$ cat src/rtl/seg_display_scanner_pkg.sv
// Shared types and constants for the 7-segment scanner: FSM encoding and
// active-low segment patterns ordered {g,f,e,d,c,b,a}.
package seg_display_scanner_pkg;

  typedef enum logic [1:0] {
    ST_OFF   = 2'd0,
    ST_GUARD = 2'd1,
    ST_SHOW  = 2'd2
  } state_t;

  localparam logic [6:0] SEG_BLANK = 7'h7F;

  // Indexed by nibble value; entries 10..15 are the hex letters A b C d E F.
  localparam logic [6:0] SEG_PATTERN [16] = '{
    7'h40, 7'h79, 7'h24, 7'h30, 7'h19, 7'h12, 7'h02, 7'h78,
    7'h00, 7'h10, 7'h08, 7'h03, 7'h46, 7'h21, 7'h06, 7'h0E
  };

endpackage

$ cat src/rtl/seg_display_scanner_decoder.sv
// Combinational nibble to active-low 7-segment decoder; non-decimal nibbles
// show hex letters or stay dark depending on HEX_MODE.
module seg_decoder
  import seg_display_scanner_pkg::*;
#(
  parameter int HEX_MODE = 1
) (
  input  logic [3:0] nibble,
  output logic [6:0] segments
);

  always_comb begin
    if (HEX_MODE == 0 && nibble > 4'd9) segments = SEG_BLANK;
    else                                segments = SEG_PATTERN[nibble];
  end

endmodule

$ cat src/rtl/seg_display_scanner.sv
// Scans NUM_DIGITS common-anode digits, stepping on each seg_clock rising edge,
// with a per-frame snapshot, anti-ghosting guard gap and leading-zero blanking.
//
//  state | meaning
//  OFF   | after reset, all dark, waiting for the first scan tick
//  GUARD | all anodes off for BLANK_CYCLES cycles after a digit switch
//  SHOW  | one anode low, segments from the snapshot digit at index
module seg_display_scanner
  import seg_display_scanner_pkg::*;
#(
  parameter int NUM_DIGITS   = 4,
  parameter int BLANK_CYCLES = 2,
  parameter int HEX_MODE     = 1
) (
  input  logic                    fast_clock,
  input  logic                    rst,
  input  logic                    seg_clock,
  input  logic [4*NUM_DIGITS-1:0] value,
  input  logic [NUM_DIGITS-1:0]   dp_mask,
  input  logic                    blank_lead,
  output logic [NUM_DIGITS-1:0]   an,
  output logic [6:0]              seg,
  output logic                    dp,
  output logic                    scan_tick
);

  localparam int              IW         = $clog2(NUM_DIGITS);
  localparam logic [IW-1:0]   LAST_IDX   = IW'(NUM_DIGITS - 1);
  localparam logic [7:0]      GUARD_LOAD = (BLANK_CYCLES == 0) ? 8'd0 : 8'(BLANK_CYCLES - 1);

  logic                    s1, s2;
  state_t                  state, state_n;
  logic [IW-1:0]           index, index_n, index_inc;
  logic [7:0]              guard_cnt, guard_n;
  logic [4*NUM_DIGITS-1:0] snap_value, snap_value_n;
  logic [NUM_DIGITS-1:0]   snap_dp, snap_dp_n;
  logic                    snap_blank, snap_blank_n;
  logic                    wrap, load;
  logic [3:0]              digit_nib;
  logic [6:0]              dec_seg;
  logic                    lead_blank, all_zero;
  logic [NUM_DIGITS-1:0]   an_n;
  logic [6:0]              seg_n;
  logic                    dp_n;

  assign wrap      = (index == LAST_IDX);
  assign index_inc = wrap ? '0 : index + 1'b1;

  always_comb begin
    state_n      = state;
    index_n      = index;
    guard_n      = guard_cnt;
    load         = 1'b0;
    case (state)
      ST_OFF, ST_SHOW: begin
        if (scan_tick) begin
          index_n = (state == ST_OFF) ? '0 : index_inc;
          load    = (state == ST_OFF) || wrap;
          if (BLANK_CYCLES == 0) begin
            state_n = ST_SHOW;
          end else begin
            state_n = ST_GUARD;
            guard_n = GUARD_LOAD;
          end
        end
      end
      ST_GUARD: begin
        // A tick arriving before the gap ends restarts the gap on the next digit.
        if (scan_tick) begin
          index_n = index_inc;
          load    = wrap;
          guard_n = GUARD_LOAD;
        end else if (guard_cnt == 8'd0) begin
          state_n = ST_SHOW;
        end else begin
          guard_n = guard_cnt - 8'd1;
        end
      end
      default: state_n = ST_OFF;
    endcase
    snap_value_n = load ? value      : snap_value;
    snap_dp_n    = load ? dp_mask    : snap_dp;
    snap_blank_n = load ? blank_lead : snap_blank;
  end

  // Outputs are decoded from next-cycle state so they change on the entering edge.
  assign digit_nib = snap_value_n[{index_n, 2'b00} +: 4];

  seg_decoder #(.HEX_MODE(HEX_MODE)) u_decoder (
    .nibble   (digit_nib),
    .segments (dec_seg)
  );

  always_comb begin
    lead_blank = 1'b0;
    all_zero   = 1'b1;
    for (int i = NUM_DIGITS - 1; i >= 1; i--) begin
      all_zero = all_zero & (snap_value_n[4*i +: 4] == 4'd0);
      if (i == int'(index_n)) lead_blank = snap_blank_n & all_zero;
    end
  end

  always_comb begin
    an_n  = '1;
    seg_n = SEG_BLANK;
    dp_n  = 1'b1;
    if (state_n == ST_SHOW) begin
      an_n[index_n] = 1'b0;
      seg_n         = lead_blank ? SEG_BLANK : dec_seg;
      dp_n          = ~snap_dp_n[index_n];
    end
  end

  always_ff @(posedge fast_clock or negedge rst) begin
    if (!rst) begin
      s1         <= 1'b0;
      s2         <= 1'b0;
      scan_tick  <= 1'b0;
      state      <= ST_OFF;
      index      <= '0;
      guard_cnt  <= 8'd0;
      snap_value <= '0;
      snap_dp    <= '0;
      snap_blank <= 1'b0;
      an         <= '1;
      seg        <= SEG_BLANK;
      dp         <= 1'b1;
    end else begin
      s1         <= seg_clock;
      s2         <= s1;
      scan_tick  <= s1 & ~s2;
      state      <= state_n;
      index      <= index_n;
      guard_cnt  <= guard_n;
      snap_value <= snap_value_n;
      snap_dp    <= snap_dp_n;
      snap_blank <= snap_blank_n;
      an         <= an_n;
      seg        <= seg_n;
      dp         <= dp_n;
    end
  end

endmodule

$ cat config.mk
export PLATFORM = sky130hd
export DESIGN_NAME = seg_display_scanner
export DESIGN_NICKNAME = d
export VERILOG_FILES = /design/src/rtl/seg_display_scanner_pkg.sv /design/src/rtl/seg_display_scanner_decoder.sv /design/src/rtl/seg_display_scanner.sv
export SDC_FILE = /design/constraint.sdc
export NUM_CORES = 1
export LEC_CHECK = 0
export CAP_MARGIN = 0
export CORE_MARGIN = 2
export CORE_UTILIZATION = 48
export DETAILED_ROUTE_END_ITERATION = 10
export GPL_ROUTABILITY_DRIVEN = 0
export HOLD_SLACK_MARGIN = 0.06
export PLACE_DENSITY = 0.83
export SYNTH_ARGS = -nofsm -noshare
export SYNTH_HDL_FRONTEND = slang
export SYNTH_SLANG_ARGS = --single-unit
$ cat constraint.sdc
create_clock -name fast_clock -period 2.7 [get_ports fast_clock]
set_input_delay 0.405 -clock fast_clock [delete_from_list [all_inputs] [get_ports fast_clock]]
set_output_delay 0.405 -clock fast_clock [all_outputs]
set_load 0.02 [all_outputs]
==> impl_metrics.yaml <==
grt:
  grt_use_total_pct: 20.7
  grt_max_degree: 27
  grt_pass1_vias: 1820
  antenna_found_initial: 0
  grt.overflow.total: 0
  grt_pass1_wl_um: 8830
cts:
  clk_latency_ns: 0.30
  clk_pin_slew_ns: 0.09
  cts_buffer_depth: 2
  cts_sinks: 48
  cts_tree: "yes"
  h-tree-depth: 2
  cts-root-buf: "clkbuf_8"
  cts_buffers: 5
worst_setup_path:
  cp-end-kind: "flip-flop"
  reg2regPathDepth: 10
  cp.required_ns: 2.93
  cp_slowest_cell: "mux4_2"
  crit_top_cell: "mux2i_1"
  cp_top_family: "multiplexers"
  path_buf_inv: 2
  crit_fanout: 9
  path_class: "reg -> reg"
  worst_setup_path_start_kind: "flip-flop"
  path_depth: 10
  crit_arrival_ns: 2.88
  crit_path_cell_trace: "ha_1, o21bai_4, nand2_4, buf_12, mux2i_1, inv_1, mux4_2, mux2i_1, nor2_1, or3_1"
  max_stage_delay_ns: 0.54
power_and_ir_drop:
  ir_worst_vdd_mv: 0.719
  p_per_area_nw_per_um2: 1260
  p_total_mw: 4.16
  p_leak_nw: 1.50
floorplanning:
  start_util_pct: 48.8
  dieArea_um2: 5720
  dieHeight_um: 75.6
  die_w_um: 75.6
  core_um2: 5040
  rows: 26
  ios: 37
placement:
  placed_area_um2: 3080
  hpwlAfterDp_um: 3910
  port_buffers: 36
detailed_routing:
  vias: 1880
  drt-total-wl_um: 5560
  drt_iter0_markers: 125
  wire_per_inst_um: 16.3
  drc_errors: 0
  final_antenna_net_count: 0
  drtPass1Iterations: 4
  vias_per_cell: 5.51
sta:
  slew_headroom_pct: 61.3
  skew_ns: 0.0113
  post-route-period-util_pct: 98.2
  slew_violations: 0
  fin_crit_ns: 2.65
  hold_ws_ns: 0.0970
  hold_viol_final: 0
  tightest_slew_ns: 0.580
  fmax_mhz: 377
  setup_violations: 0
  rsz0062_at_grt: "true"
finish:
  seq_area_um2: 1220
  n_antenna_cell: 0
  drive_above_1_share_pct: 31.7
  area_growth_pct: 33.7
  final_cell_area_um2: 3290
  multi_input_area_um2: 1200
  nNetsFinal: 303
  fillers: 361
synth:
  async_reset_ff_share_pct: 100
  synth_fp_nets: 239
  avgSynthCellArea_um2: 12.0
  ys_ff_latch: 48
  yosys_warnings: 0
  synthFlopType: "dfrtp_1"
  synth.distinct_cells: 53
  synth_cells: 206
  syn_area_um2: 2460
  seq_area_frac_synth_pct: 49.4
  synth_edf_count: 0
status:
  status: "finished clean"
hold_path:
  hp-class: "in -> async"
flow_run:
  max_cap_violations: 0
[cells in the mapped netlist (3+ instances only)]
cell type / count / area [µm²]
dfrtp_1: 36 / 901
inv_1: 21 / 78.8
mux2i_1: 14 / 140
dfstp_2: 12 / 315
nor2_1: 12 / 45.0
nand2_1: 10 / 37.5
ha_1: 9 / 113
nand3_1: 8 / 40.0
mux2_2: 7 / 78.8
a21oi_1: 5 / 25.0
a32o_1: 5 / 50.1
mux4_2: 4 / 90.1
nor3_1: 4 / 20.0
xor2_1: 4 / 35.0
mux2_4: 3 / 45.0
nand4_1: 3 / 18.8
[logic make-up after synthesis]
group | count (synthesis) | synth area share (%)
compound gates | 36 | 13.7
xor+xnor | 4 | 1.42
fa+ha+maj | 9 | 4.57
mux | 31 | 15.9
buf+inv | 29 | 4.98
simple gates | 49 | 10.1
flops | 48 | 49.4
[metrics by stage]
| step | instances | utilization [%] | worst slack (ns) | setup TNS, ns |
|---|---|---|---|---|
| detailed placement | 329 | 61.1 | 0.000189 | 0 |
| global placement | 329 | 61.1 | 0.0975 | 0 |
| global route | 341 | 65.3 | -0.0529 | -0.0770 |
| finish | 341 | 65.3 | 0.0486 | 0 |
| floorplan | 206 | - | 0.000138 | 0 |
| CTS | 339 | 64.3 | -0.00268 | -0.00268 |
[power breakdown]
part | internal (mW) | switching, mW | total (mW)
Clock | 0.333 | 0.235 | 0.568
Sequential | 1.02 | 0.160 | 1.18
Combinational | 1.12 | 1.29 | 2.41
[registers in the layout (all words and copies together) (netlist names)]
register	count
s2	1
snap_value	16
seg	7
an	4
state	2
snap_blank	1
s1	1
index	2
guard_cnt	8
scan_tick	1
snap_dp	4
dp	1
[worst paths after layout]
kind,start,to,slack (ns)
worst max-delay path,index[0]$_DFF_PN0_,seg[5]$_DFF_PN1_,0.05
worst min-delay path,rst,snap_value[7]$_DFF_PN0_,0.1
worst max register to register,index[0]$_DFF_PN0_,seg[5]$_DFF_PN1_,0.05
worst min register to register,s1$_DFF_PN0_,s2$_DFF_PN0_,0.38
max in group asynchronous,rst,an[2]$_DFF_PN1_,1.83
min in group fast_clock,s1$_DFF_PN0_,s2$_DFF_PN0_,0.38
[layout by cell type, fill, tap and decap left out, drive strengths merged, types with 5 or more instances in the layout]
| master | count |
|---|---|
| a21oi | 5 |
| a32o | 5 |
| buf | 28 |
| clkbuf | 7 |
| clkdlybuf4s50 | 35 |
| dfrtp | 36 |
| dfstp | 12 |
| ha | 9 |
| inv | 23 |
| mux2 | 12 |
| mux2i | 15 |
| nand2 | 11 |
| nand3 | 8 |
| nor2 | 12 |
[layer usage]
metal | GRT usage, % | vias to the layer above | wire [µm]
met1 | 27.7 | 927 | 2420
met2 | 32.9 | 76 | 2730
met4 | 7.21 | 0 | 150
met5 | 0 | - | 0
li1 | - | 865 | -
met3 | 5.56 | 12 | 260
[final cells by class]
| type | instances | share of cell area (%) |
|---|---|---|
| inverter | 23 | 2.62 |
| timing repair buffer | 63 | 17.3 |
| clock buffer | 7 | 2.96 |
| clock inverter | 1 | 0.912 |
| sequential | 48 | 37.1 |
| multi-input combinational | 129 | 36.4 |
| tap | 70 | 2.66 |
[repair_timing]
item,in CTS,in global routing
hold buffers,0,0
endpoints found under the setup margin,7,7
resized for setup,3,10
buffers inserted,2,2
pin swaps,1,2
Note: power is estimated with default switching activity, not from simulation.
